[src/rtl/wb_rst_seq.sv]
// Reset sequencer: synchronises master reset release and releases NUM_CH channel resets in a staggered schedule, with software re-reset and run watchdog.
// Latency: rst assert -> outputs immediately; release -> channel i drops SYNC_STAGES+RST_DELAY+i*STAGGER edges later.
// Backpressure: none; sw_rst_req is level-sensitive and holds the sequence at its start while high.
module wb_rst_seq #(
    parameter int NUM_CH         = 2,
    parameter int SYNC_STAGES    = 2,
    parameter int RST_DELAY      = 5,
    parameter int STAGGER        = 2,
    parameter int TIMEOUT_CYCLES = 1000,
    parameter int CNT_W          = 16
) (
    input  logic              clk,
    input  logic              rst,
    input  logic              sw_rst_req,
    output logic [NUM_CH-1:0] ch_rst_o,
    output logic              all_ready,
    output logic              timeout,
    output logic [CNT_W-1:0]  cycle_cnt
);

    localparam longint LAST_THR = longint'(RST_DELAY) + longint'(NUM_CH - 1) * longint'(STAGGER);
    localparam longint CNT_MAX  = (longint'(1) << CNT_W) - 1;

    localparam logic [CNT_W-1:0] LAST_THR_C = CNT_W'(LAST_THR);
    localparam logic [CNT_W-1:0] TIMEOUT_C  = CNT_W'(TIMEOUT_CYCLES);

    // Parameter sanity checks, evaluated at elaboration
    if (NUM_CH < 1) begin : g_bad_num_ch
        $error("wb_rst_seq: NUM_CH must be >= 1");
    end
    if (SYNC_STAGES < 2) begin : g_bad_sync
        $error("wb_rst_seq: SYNC_STAGES must be >= 2");
    end
    if (RST_DELAY < 1) begin : g_bad_delay
        $error("wb_rst_seq: RST_DELAY must be >= 1");
    end
    if (STAGGER < 0 || TIMEOUT_CYCLES < 0) begin : g_bad_neg
        $error("wb_rst_seq: STAGGER and TIMEOUT_CYCLES must be non-negative");
    end
    if (LAST_THR > CNT_MAX) begin : g_bad_sched
        $error("wb_rst_seq: release schedule does not fit in CNT_W bits");
    end
    if (longint'(TIMEOUT_CYCLES) > CNT_MAX) begin : g_bad_timeout
        $error("wb_rst_seq: TIMEOUT_CYCLES does not fit in CNT_W bits");
    end

    typedef enum logic [1:0] {
        SYNC = 2'd0,
        SEQ  = 2'd1,
        RUN  = 2'd2
    } state_t;

    state_t state_q, state_d;

    // The FSM state register acts as the final synchroniser stage: it is
    // forced to SYNC by rst and leaves SYNC one edge after the last of these
    // flops clears, giving SYNC_STAGES edges from rst release to SEQ.
    logic [SYNC_STAGES-2:0] sync_q;
    logic                   sync_rel;

    logic [CNT_W-1:0]  seq_cnt_q, seq_cnt_d, seq_inc;
    logic              seq_hold_q, seq_hold_d;
    logic [CNT_W-1:0]  cycle_inc, cycle_cnt_d;
    logic [NUM_CH-1:0] ch_rst_d;
    logic              all_ready_d, timeout_d;

    function automatic logic [CNT_W-1:0] thr(input int ch);
        return CNT_W'(RST_DELAY + ch * STAGGER);
    endfunction

    assign sync_rel = ~sync_q[SYNC_STAGES-2];

    // A software request leaves a one-edge hold so the schedule counts from
    // the first edge the request is seen low, matching the power-on case.
    assign seq_inc   = seq_hold_q ? '0 : seq_cnt_q + CNT_W'(1);
    assign cycle_inc = (cycle_cnt == '1) ? cycle_cnt : cycle_cnt + CNT_W'(1);

    // Reset-release synchroniser: preset by rst, shifts in zeros
    always_ff @(posedge clk or posedge rst) begin
        if (rst) begin
            sync_q <= '1;
        end else begin
            sync_q <= sync_q << 1;
        end
    end

    // FSM state register
    always_ff @(posedge clk or posedge rst) begin
        if (rst) begin
            state_q <= SYNC;
        end else begin
            state_q <= state_d;
        end
    end

    // Next-state logic; a software request always wins over entering RUN
    always_comb begin
        state_d = state_q;
        unique case (state_q)
            SYNC: if (sync_rel) state_d = SEQ;
            SEQ: begin
                if (sw_rst_req) begin
                    state_d = SEQ;
                end else if (seq_inc == LAST_THR_C) begin
                    state_d = RUN;
                end
            end
            RUN:     if (sw_rst_req) state_d = SEQ;
            default: state_d = SYNC;
        endcase
    end

    // Output/datapath next values; every output is registered below
    always_comb begin
        seq_cnt_d   = seq_cnt_q;
        seq_hold_d  = 1'b0;
        ch_rst_d    = ch_rst_o;
        cycle_cnt_d = cycle_cnt;
        timeout_d   = timeout;
        all_ready_d = (state_d == RUN);
        unique case (state_q)
            SYNC: begin
                seq_cnt_d   = '0;
                ch_rst_d    = '1;
                cycle_cnt_d = '0;
            end
            SEQ: begin
                if (sw_rst_req) begin
                    seq_cnt_d  = '0;
                    seq_hold_d = 1'b1;
                    ch_rst_d   = '1;
                end else begin
                    seq_cnt_d = seq_inc;
                    for (int i = 0; i < NUM_CH; i++) begin
                        if (seq_inc == thr(i)) ch_rst_d[i] = 1'b0;
                    end
                end
            end
            RUN: begin
                // The watchdog still fires on the edge a request arrives
                if (TIMEOUT_CYCLES != 0 && cycle_inc == TIMEOUT_C) timeout_d = 1'b1;
                if (sw_rst_req) begin
                    seq_cnt_d   = '0;
                    seq_hold_d  = 1'b1;
                    ch_rst_d    = '1;
                    cycle_cnt_d = '0;
                end else begin
                    cycle_cnt_d = cycle_inc;
                end
            end
            default: begin
                seq_cnt_d   = '0;
                ch_rst_d    = '1;
                cycle_cnt_d = '0;
            end
        endcase
    end

    // Output and counter registers, all cleared/preset asynchronously by rst
    always_ff @(posedge clk or posedge rst) begin
        if (rst) begin
            seq_cnt_q  <= '0;
            seq_hold_q <= 1'b0;
            ch_rst_o   <= '1;
            all_ready  <= 1'b0;
            timeout    <= 1'b0;
            cycle_cnt  <= '0;
        end else begin
            seq_cnt_q  <= seq_cnt_d;
            seq_hold_q <= seq_hold_d;
            ch_rst_o   <= ch_rst_d;
            all_ready  <= all_ready_d;
            timeout    <= timeout_d;
            cycle_cnt  <= cycle_cnt_d;
        end
    end

endmodule

[config.mk]
export PLATFORM = sky130hd
export DESIGN_NAME = wb_rst_seq
export DESIGN_NICKNAME = d
export VERILOG_FILES = /design/src/rtl/wb_rst_seq.sv
export SDC_FILE = /design/constraint.sdc
export NUM_CORES = 1
export LEC_CHECK = 0
export ABC_AREA = 1
export BUFFER_PORTS_ARGS = -buffer_cell sky130_fd_sc_hd__buf_4
export CAP_MARGIN = 20
export CORE_ASPECT_RATIO = 2
export CORE_MARGIN = 2
export CORE_UTILIZATION = 40
export CTS_CLUSTER_DIAMETER = 60
export DETAILED_ROUTE_END_ITERATION = 7
export SETUP_SLACK_MARGIN = 0.5
export SYNTH_ARGS = -nofsm -noshare
export SYNTH_HDL_FRONTEND = slang
export SYNTH_SLANG_ARGS = --single-unit
[constraint.sdc]
create_clock -name clk -period 2.3 [get_ports clk]
set_clock_uncertainty 0.2 [all_clocks]
set_input_delay 0.46 -clock clk [delete_from_list [all_inputs] [get_ports clk]]
set_output_delay 0.46 -clock clk [all_outputs]
set_load 0.005 [all_outputs]
==> summary.md, run 1 <==
| Metric | Value |
|---|---|
| Cell taking the most area after synthesis | dfrtp_1 |
| Routed Wire Length | 7060 um |
| I/O Pins | 23 |
| Seq. cell area | 0.00101 mm2 |
| Critical-path top delay cell | dfrtp_1 |
| Initial Utilization | 40.8% |
| Met1 wire length | 3040 um |
| ANT cells | 0 |
| PwrDens | 523 mW/mm2 |
| Die area | 0.00703 mm2 |
| Crit path buffers/inverters | 1 |
| Min-Delay Path Class | in -> async |
| Setup TNS | 0 ns |
| RSZ-0062 raised after global routing | true |
| Area of the multi-input gates | 0.00154 mm2 |
| CTS Sinks | 40 |
| Worst-Margin Slew | 0.518 ns |
| H-tree levels | 2 |
| Fin area | 0.00345 mm2 |
| Routed vias | 2,585 |
| Final hold slack | 0.105 ns |
| Final setup viols | 0 |
| Initial DRC count | 206 |
| Met2 WL post-DR | 3540 um |
| Crit Path Class | reg -> reg |
| Leak Pwr | 1.60 nW |
| Reg-to-reg critical path endpoint | all_ready$_DFF_PP0_ |
| Arr. time, crit path | 2.04 ns |
| Primary FF master, synth | dfrtp_1 |
| Status | finished clean |
| Placed instance area | 0.00283 mm2 |
| Synth warn | 0 |
| Routed vias/inst | 5.21 |
| Area Overhead vs Synth | 36.1% |
| GRT Total Usage | 20.5% |
| Count leader, synth | nand2_1 |
| Max Freq | 496 MHz |
| Asr flop ratio synth | 100% |
| WL per Instance | 14.2 um |
| Total Nets Final | 418 |
| Synth top area share | 36.5% |
| Crit-path cells | buf_6, nand2_4, nor2_4, nand3_2, nand3_2, nand2_2, nor2_4, nand2_2, nor2_4, nand4_1, nand2_1, nand2_2, nor2_2 |
| Row Count | 41 |
| Number of enable flip-flop cells after synthesis | 0 |
| CTS tree | done |
| Hold Buf Count CTS | 0 |
| CP endpoint kind | register |
| Post-DRT Antenna Nets | 0 |
| Max cap viols | 0 |
| FILL cells | 592 |
| Syn_nets | 362 |
| RR Startpoint | seq_cnt_q[1]$_DFFE_PP0P_ |
| Minimum clock period | 2.02 ns |
| Grt total ovfl | 0 |
| Crit-path leading delay family | simple AND/OR/NAND/NOR gates |
| GPL Wtd Cong | 0.905 |
| Yosys reg bits | 40 |
| Final Hold Fails | 0 |
| Syn avg cell area | 7.18 um2 |
| Number of unique standard cell types used by synthesis | 26 |
| FF-to-FF setup slack | 0.28 ns |
| Metal3 WL | 330 um |
| Worst slew margin | 65.5% |
| Core Footprint | 0.00621 mm2 |
| Critical Path RT | 2.32 ns |
| Number of global-route vias before repair | 2,428 |
| Critical Path Fanout Max | 6 |
| Worst R2R Path Depth | 13 |
| Cells after synthesis | 353 |
| Die Y | 117 um |
| Netlist area before placement | 0.00253 mm2 |
| Post-synth top cells | nand2_1 (82), inv_1 (53), dfrtp_1 (37) |
| First-pass GRT wire length | 11,000 um |
| PortBufs | 22 |
| Die width | 60.3 um |
| Highest metal used | met4 |
| Layout cells sized above 1 | 32.4% |
| Final Cycle Share | 87.7% |
| Drt pass-1 iters | 5 |
| Max VDD drop | 0.497 mV |
| Worst-path clk slew | 0.06 ns |
| Clock Path Buffers | 2 |
| CP Launch Type | register |
| Largest net degree at the start of global routing | 41 |
| Worst skew pair latency | 0.29 ns |
| Sequential share of the synthesized area | 39.7% |
| Initial antenna violation count | 0 |
| DRC viols | 0 |
| Root Buffer | clkbuf_16 |
| CP peak stage delay | 0.43 ns |
| Final Slew Violations | 0 |
| Largest cells by area after synthesis | dfrtp_1 (37%), nand2_1 (12%), inv_1 (7.9%) |
| Num CTS Buffers | 5 |
| Hpwl dp | 4530 um |
what timing repair did:
action	4_1_cts	5_1_grt
pin swaps	33	16
cloned	0	1
resized for setup	32	39
setup buffers	14	13
setup endpoints to repair	37	37
worst min-delay path: cells and delay by family:
kind	cells	cell delay, ns
buf+inv	3	0.59
final cells by class:
| cell class | count | share of cell area, % |
|---|---|---|
| clock buffers | 8 | 4.24 |
| inverters | 54 | 6.06 |
| multi-input cells | 253 | 44.7 |
| flip-flops and latches | 40 | 29.2 |
| repair buffers | 55 | 12.8 |
| well taps | 86 | 3.12 |
cell usage in the layout, fill, tap and decap left out, types with 2 or more instances in the layout:
cell	Yosys	final
nor3_1	5	4
dfrtp_1	37	36
inv_1	53	45
clkbuf_1	3	2
nand2_1	82	71
o22ai_2	0	5
nand3_2	0	10
buf_6	0	4
clkbuf_16	0	5
xor2_1	10	10
o21ai_0	24	19
ha_4	0	3
o21ai_1	3	6
o22ai_1	17	12
nand3b_1	2	2
nand3_1	31	21
nor2_4	4	11
nand2_2	4	12
nor2_2	7	10
ha_1	6	2
nor2_1	32	22
dfstp_2	3	3
inv_2	1	7
o21ai_2	0	2
nand4_1	12	12
buf_4	0	50
a21oi_1	9	8
nand2_4	0	3
state kept, by name, summed over array words and instances (netlist names):
register    flops
cycle_cnt      16
state_q         2
all_ready       1
sync_q          1
seq_hold_q      1
timeout         1
ch_rst_o        2
seq_cnt_q      16
worst max-delay path by stage:
stage,end,slack [ns],from,depth (start not counted)
after floorplan,all_ready$_DFF_PP0_,0.50,seq_cnt_q[1]$_DFFE_PP0P_,12
after global placement,timeout$_DFFE_PP0P_,0.25,cycle_cnt[0]$_DFFE_PP0N_,11
after detailed placement,all_ready$_DFF_PP0_,0.23,seq_cnt_q[1]$_DFFE_PP0P_,12
after CTS,all_ready$_DFF_PP0_,0.31,seq_cnt_q[1]$_DFFE_PP0P_,13
after global routing,all_ready$_DFF_PP0_,0.08,seq_cnt_q[1]$_DFFE_PP0P_,13
final,all_ready$_DFF_PP0_,0.28,seq_cnt_q[1]$_DFFE_PP0P_,13
per-layer routing:
layer | vias up | track usage, %
li1 | 1275 | -
met1 | 1213 | 26.1
met2 | 83 | 33.2
met3 | 14 | 4.54
met4 | 0 | 7.70
met5 | - | 0
kinds of logic after synthesis:
kind of cell / count (synthesis) / share of synthesized area [%]
xor gates and xnor gates: 10 / 3.46
adders and majority gates: 6 / 2.96
AOI/OAI and AO/OA: 57 / 12.7
other: 1 / 0.148
and+or+nand+nor: 179 / 32.0
buffers and inverters: 60 / 9.04
DFF: 40 / 39.7
metrics by stage:
stage	util [%]	setup slack (ns)	std cells	total power [mW]
after detailed placement	45.6	0.225	460	1.00
final	55.6	0.283	496	1.80
after global placement	45.6	0.247	460	1.00
after floorplan	-	0.504	353	0.930
after global routing	55.6	0.0826	496	1.89
after CTS	51.6	0.308	482	1.74
where the power goes:
group,switching [mW],internal (mW),total (mW)
combinational,0.222,0.122,0.344
clock,0.276,0.433,0.709
sequential,0.0238,0.726,0.750
total,0.522,1.28,1.80
Note: power is estimated with default switching activity, not from simulation.
==> run 2, diff against run 1 <==
Settings changed: BUFFER_PORTS_ARGS -buffer_cell sky130_fd_sc_hd__buf_4 to -buffer_cell sky130_fd_sc_hd__buf_2.
==> summary.md, run 2 (synthesized netlist as in run 1, its figures left out) <==
| Metric | Value |
|---|---|
| Worst-Margin Slew | 0.522 ns (+0.00371 ns) |
| Final Slew Violations | 0 (unchanged) |
| Die area | 0.00703 mm2 (unchanged) |
| GPL Wtd Cong | 0.949 (+4.9%) |
| Max VDD drop | 0.478 mV (-3.8%) |
| Comb power frac | 18.8% (-0.3 points) |
| ANT cells | 0 (unchanged) |
| GRT Max-Usage Layer | met2 |
| Clock Path Buffers | 2 (unchanged) |
| Worst slew margin | 65.2% (-0.25 points) |
| Hpwl dp | 4510 um (-0.48%) |
| PwrDens | 521 mW/mm2 (-0.28%) |
| Max cap viols | 0 (unchanged) |
| First-pass GRT wire length | 11,300 um (+2.8%) |
| Largest net degree at the start of global routing | 41 (unchanged) |
| Die width | 60.3 um (unchanged) |
| Int Pwr | 1.28 mW (-0.23%) |
| M1 GR Usage | 27.0% (+0.88 points) |
| Root Buffer | clkbuf_16 |
| Die Y | 117 um (unchanged) |
| Crit path buffers/inverters | 1 (unchanged) |
| Leak Pwr | 1.65 nW (+3.6%) |
| Status | finished clean |
| Final Hold Fails | 0 (unchanged) |
| Num CTS Buffers | 5 (unchanged) |
| Initial DRC count | 146 (-29%) |
| Minimum clock period | 2.01 ns (-0.00600 ns) |
| Top Registers | cycle_cnt x16, seq_cnt_q x16 |
| Initial Utilization | 40.8% (unchanged) |
| Routed vias/inst | 5.24 (+0.54%) |
| Final Cycle Share | 87.5% (-0.26 points) |
| Arr. time, crit path | 2.03 ns (about the same) |
| Critical Path RT | 2.32 ns (about the same) |
| Crit-path leading delay family | simple AND/OR/NAND/NOR gates |
| Flop pwr share | 41.6% (about the same) |
| I/O Pins | 23 (unchanged) |
| Routed vias | 2,620 (+1.4%) |
| Min-Delay Path Class | in -> async |
| Commonest non-fill, non-tap cell in the layout | nand2_1 |
| Switching share of power | 29.1% (+0.17 points) |
| Grt total ovfl | 0 (unchanged) |
| Row Count | 41 (unchanged) |
| Initial antenna violation count | 0 (unchanged) |
| Worst-path clk slew | 0.06 ns (about the same) |
| Fin area | 0.00346 mm2 (+0.29%) |
| Most frequent cells in the layout | nand2_1 (69), inv_1 (46), buf_4 (30) |
| FILL cells | 601 (+1.5%) |
| Layout Cells excl Fill | 500 (+0.81%) |
| CP peak stage delay | 0.45 ns (+0.02 ns) |
| Crit-path cells | buf_4, nand3_4, o21ai_0, nand3_2, nand2_2, nor2_4, nand2_2, nor2_4, nand4_1, nand2_1, nand2_1, nor2_1 |
| Final setup viols | 0 (unchanged) |
| Post-DRT Antenna Nets | 0 (unchanged) |
| Critical Path Fanout Max | 5 (-1) |
| P_sw | 0.525 mW (+0.61%) |
| H-tree levels | 2 (unchanged) |
| Drt pass-1 iters | 4 (-1) |
| Seq. cell area | 0.00102 mm2 (+1.0%) |
| Crit Path Class | reg -> reg |
| GRT Total Usage | 20.9% (+0.45 points) |
| Clock share of power | 39.6% (+0.3 points) |
| Worst skew pair latency | 0.29 ns (about the same) |
| WL per Instance | 14.2 um (-0.43%) |
| Placed instance area | 0.00278 mm2 (-1.9%) |
| CP endpoint kind | register |
| PortBufs | 22 (unchanged) |
| Max Freq | 497 MHz (+0.30%) |
| CP Launch Type | register |
| CTS Sinks | 40 (unchanged) |
| Core Footprint | 0.00621 mm2 (unchanged) |
| Total Nets Final | 422 (+0.96%) |
| Met3 Usage GRT | 4.32% (-0.22 points) |
| Area Overhead vs Synth | 36.5% |
| Finished Core Util | 55.7% (+0.16 points) |
| Number of global-route vias before repair | 2,523 (+3.9%) |
| Critical-path top delay cell | dfrtp_2 |
| Setup TNS | 0 ns (unchanged) |
| Met2 usage | 33.0% (-0.14 points) |
| Layout cells sized above 1 | 34.5% (+2.1 points) |
| RSZ-0062 raised after global routing | true |
| Placed Instances | 460 (unchanged) |
| DRC viols | 0 (unchanged) |
| Final hold slack | 0.0920 ns (-0.0134 ns) |
| Area of the multi-input gates | 0.00157 mm2 (+1.8%) |
| Routed Wire Length | 7080 um (+0.37%) |
| CTS tree | done |
run 2: final timing paths:
check / from / end / slack (ns) / cells past startpoint
worst max-delay path: seq_cnt_q[2]$_DFFE_PP0P_ / all_ready$_DFF_PP0_ / 0.29 / 12
worst min-delay path: rst / cycle_cnt[14]$_DFFE_PP0N_ / 0.09 / 3
worst max register to register: seq_cnt_q[2]$_DFFE_PP0P_ / all_ready$_DFF_PP0_ / 0.29 / 12
worst min register to register: timeout$_DFFE_PP0P_ / timeout$_DFFE_PP0P_ / 0.25 / 2
max in group asynchronous: rst / cycle_cnt[2]$_DFFE_PP0N_ / 1.42 / 3
min in group clk: timeout$_DFFE_PP0P_ / timeout$_DFFE_PP0P_ / 0.25 / 2
run 2: cell type report:
type | instances | share of cell area (%)
Clock buffer | 8 | 4.23
Inverter | 54 | 6.00
Multi-Input combinational cell | 253 | 45.3
Sequential cell | 40 | 29.4
Tap cell | 86 | 3.11
Timing Repair Buffer | 59 | 12.0
run 2: per-stage QoR:
stage          setup WS [ns]  power (mW)
2_1_floorplan          0.504       0.930
3_3_place_gp           0.259        1.00
3_5_place_dp           0.250        1.00
4_1_cts                0.344        1.76
5_1_grt                0.145        1.89
6_report               0.289        1.80
run 2: what timing repair did:
action,in CTS,in global routing
pin swaps,8,40
cloned,0,1
hold buffers,0,0
gates resized for setup,34,60
endpoints found under the hold margin,0,0
setup buffers,17,14
endpoints found under the setup margin,37,37
run 2: power groups by stage:
stage / registers (mW) / clock network, mW / logic (mW)
after global routing: 0.754 / 0.760 / 0.372
after global placement: 0.756 / 0 / 0.248
after detailed placement: 0.757 / 0 / 0.246
after floorplan: 0.753 / 0 / 0.177
final: 0.751 / 0.714 / 0.339
after CTS: 0.750 / 0.735 / 0.273
run 2: metal layers:
layer | vias to the layer above | part of all wire [%] | wire, um
li1 | 1276 | - | -
met1 | 1254 | 44 | 3120
met2 | 75 | 50 | 3510
met3 | 15 | 4.2 | 296
met4 | 0 | 2.2 | 157
met5 | - | 0 | 0
run 2: worst reg2reg max path, stage by stage, from the launching register on:
cell	delay [ns]
dfrtp_2	0.45
buf_4	0.17
nand3_4	0.11
o21ai_0	0.13
nand3_2	0.11
nand2_2	0.07
nor2_4	0.15
nand2_2	0.08
nor2_4	0.11
nand4_1	0.09
nand2_1	0.12
nand2_1	0.06
nor2_1	0.09
==> run 3, diff against run 2 <==
Settings changed: PLACE_DENSITY from default to 0.68, RECOVER_POWER from default to 50.
==> summary.md, run 3 (synthesized netlist as in run 1, its figures left out) <==
| Metric | Value |
|---|---|
| Status | finished clean |
| CP endpoint kind | register |
| Initial antenna violation count | 0 (unchanged) |
| Minimum clock period | 2.07 ns (+0.0609 ns) |
| Commonest non-fill, non-tap cell in the layout | nand2_1 |
| CTS Sinks | 40 (unchanged) |
| Layout cells sized above 1 | 26.4% (-8.2 points) |
| Top Registers | cycle_cnt x16, seq_cnt_q x16 |
| Final Slew Violations | 0 (unchanged) |
| CP Launch Type | register |
| Drt pass-1 iters | 7 (+3) |
| RR Startpoint | seq_cnt_q[1]$_DFFE_PP0P_ |
| GPL Wtd Cong | 0.899 (-5.3%) |
| Fin area | 0.00322 mm2 (-6.9%) |
| Min-Delay Path Class | in -> reg |
| Max cap viols | 0 (unchanged) |
| Routed Wire Length | 6610 um (-6.7%) |
| Worst slew margin | 34.6% (-31 points) |
| Final setup viols | 0 (unchanged) |
| H-tree levels | 2 (unchanged) |
| Max Freq | 483 MHz (-2.9%) |
| DRC viols | 0 (unchanged) |
| Arr. time, crit path | 2.08 ns (+0.05 ns) |
| PwrDens | 525 mW/mm2 (+0.76%) |
| GRT Total Usage | 19.3% (-1.6 points) |
| RSZ-0062 raised after global routing | true |
| Critical Path Fanout Max | 6 (+1) |
| Final Cycle Share | 90.1% (+2.6 points) |
| Hold Buf Count CTS | 0 (unchanged) |
| Die Y | 117 um (unchanged) |
| PortBufs | 22 (unchanged) |
| Leak Pwr | 1.50 nW (-9.3%) |
| Placed instance area | 0.00279 mm2 (+0.54%) |
| Hpwl dp | 4280 um (-5.0%) |
| Initial Utilization | 40.8% (unchanged) |
| WL per Instance | 13.5 um (-4.4%) |
| Area Overhead vs Synth | 27.1% |
| Worst-Margin Slew | 0.981 ns (+0.459 ns) |
| Root Buffer | clkbuf_16 |
| Clock Path Buffers | 2 (unchanged) |
| Routed vias | 2,501 (-4.5%) |
| I/O Pins | 23 (unchanged) |
| Crit Path Class | reg -> reg |
| Worst-path clk slew | 0.06 ns (about the same) |
| Final Hold Fails | 0 (unchanged) |
| First-pass GRT wire length | 10,500 um (-6.6%) |
| Setup TNS | 0 ns (unchanged) |
| Grt total ovfl | 0 (unchanged) |
| Crit path from | seq_cnt_q[1]$_DFFE_PP0P_ |
| Num CTS Buffers | 5 (unchanged) |
| Most frequent cells in the layout | nand2_1 (74), inv_1 (47), dfrtp_1 (34) |
| CTS tree | done |
| Worst skew pair latency | 0.28 ns (about the same) |
| Routed vias/inst | 5.13 (-2.2%) |
| ANT cells | 0 (unchanged) |
| Largest net degree at the start of global routing | 41 (unchanged) |
| Critical Path RT | 2.31 ns (about the same) |
| Hold_sp | sw_rst_req |
| Max VDD drop | 0.431 mV (-9.9%) |
| Core Footprint | 0.00621 mm2 (unchanged) |
| Post-DRT Antenna Nets | 0 (unchanged) |
| Die area | 0.00703 mm2 (unchanged) |
| Die width | 60.3 um (unchanged) |
| Number of global-route vias before repair | 2,354 (-6.7%) |
| Initial DRC count | 174 (+19%) |
| FILL cells | 596 (-0.83%) |
| Row Count | 41 (unchanged) |
| Total Nets Final | 410 (-2.8%) |
run 3: power breakdown:
| part | internal [mW] | switching, mW | leakage, nW |
|---|---|---|---|
| clock | 0.401 | 0.269 | 0.0679 |
| combinational | 0.0764 | 0.189 | 0.895 |
| sequential | 0.727 | 0.0279 | 0.538 |
| total | 1.20 | 0.486 | 1.50 |
run 3: worst max-delay path, cell delays in order, from the launching register on:
cell and delay (ns):
dfrtp_2 0.41, buf_6 0.13, nand2_4 0.05, nor2_4 0.22, nand3_2 0.11, nand3_2 0.10, nand2_2 0.09, nor2_4 0.14
nand2_2 0.08, nor2_4 0.11, nand4_1 0.12, nand2_1 0.09, nand2_1 0.06, nor2_1 0.09
run 3: metal layers:
layer,track usage [%],share of wire [%]
met1,25.9,43
met2,31.3,50
met3,2.88,5.1
met4,6.37,1.5
met5,0,0
run 3: per-stage QoR:
step           hold slack, ns  setup WS, ns  util (%)  power, mW  cells
2_1_floorplan           0.249         0.504         -      0.930    353
4_1_cts                 0.120         0.334      50.2       1.70    481
3_3_place_gp            0.250         0.261      45.0       1.00    462
5_1_grt                 0.261         0.100      51.9       1.78    488
6_report                0.249         0.228      51.9       1.69    488
3_5_place_dp            0.263         0.268      45.0      0.999    462
run 3: cell type report:
type                       instances  area (um2)  share of cell area (%)
multi-input combinational        253        1460                    45.5
sequential                        40        1010                    31.3
timing repair buffer              47         293                    9.09
inverter                          54         209                    6.49
clock buffer                       7         133                    4.12
tap                               86         108                    3.34
clock inverter                     1        5.00                   0.155
run 3: repair_timing:
action                                  CTS  global route
resized for setup                        34            17
setup buffers                            11             7
cloned                                    0             0
endpoints found under the setup margin   37            36
pin swaps                                10            16
run 3: final timing paths:
path / cells past startpoint / slack, ns / to
worst max-delay path: 13 / 0.23 / all_ready$_DFF_PP0_
worst min-delay path: 3 / 0.25 / seq_hold_q$_DFF_PP0_
worst max register to register: 13 / 0.23 / all_ready$_DFF_PP0_
worst min register to register: 2 / 0.27 / ch_rst_o[1]$_DFFE_PP1P_
max in group asynchronous: 3 / 0.95 / seq_cnt_q[1]$_DFFE_PP0P_
min in group asynchronous: 3 / 0.27 / seq_cnt_q[5]$_DFFE_PP0P_
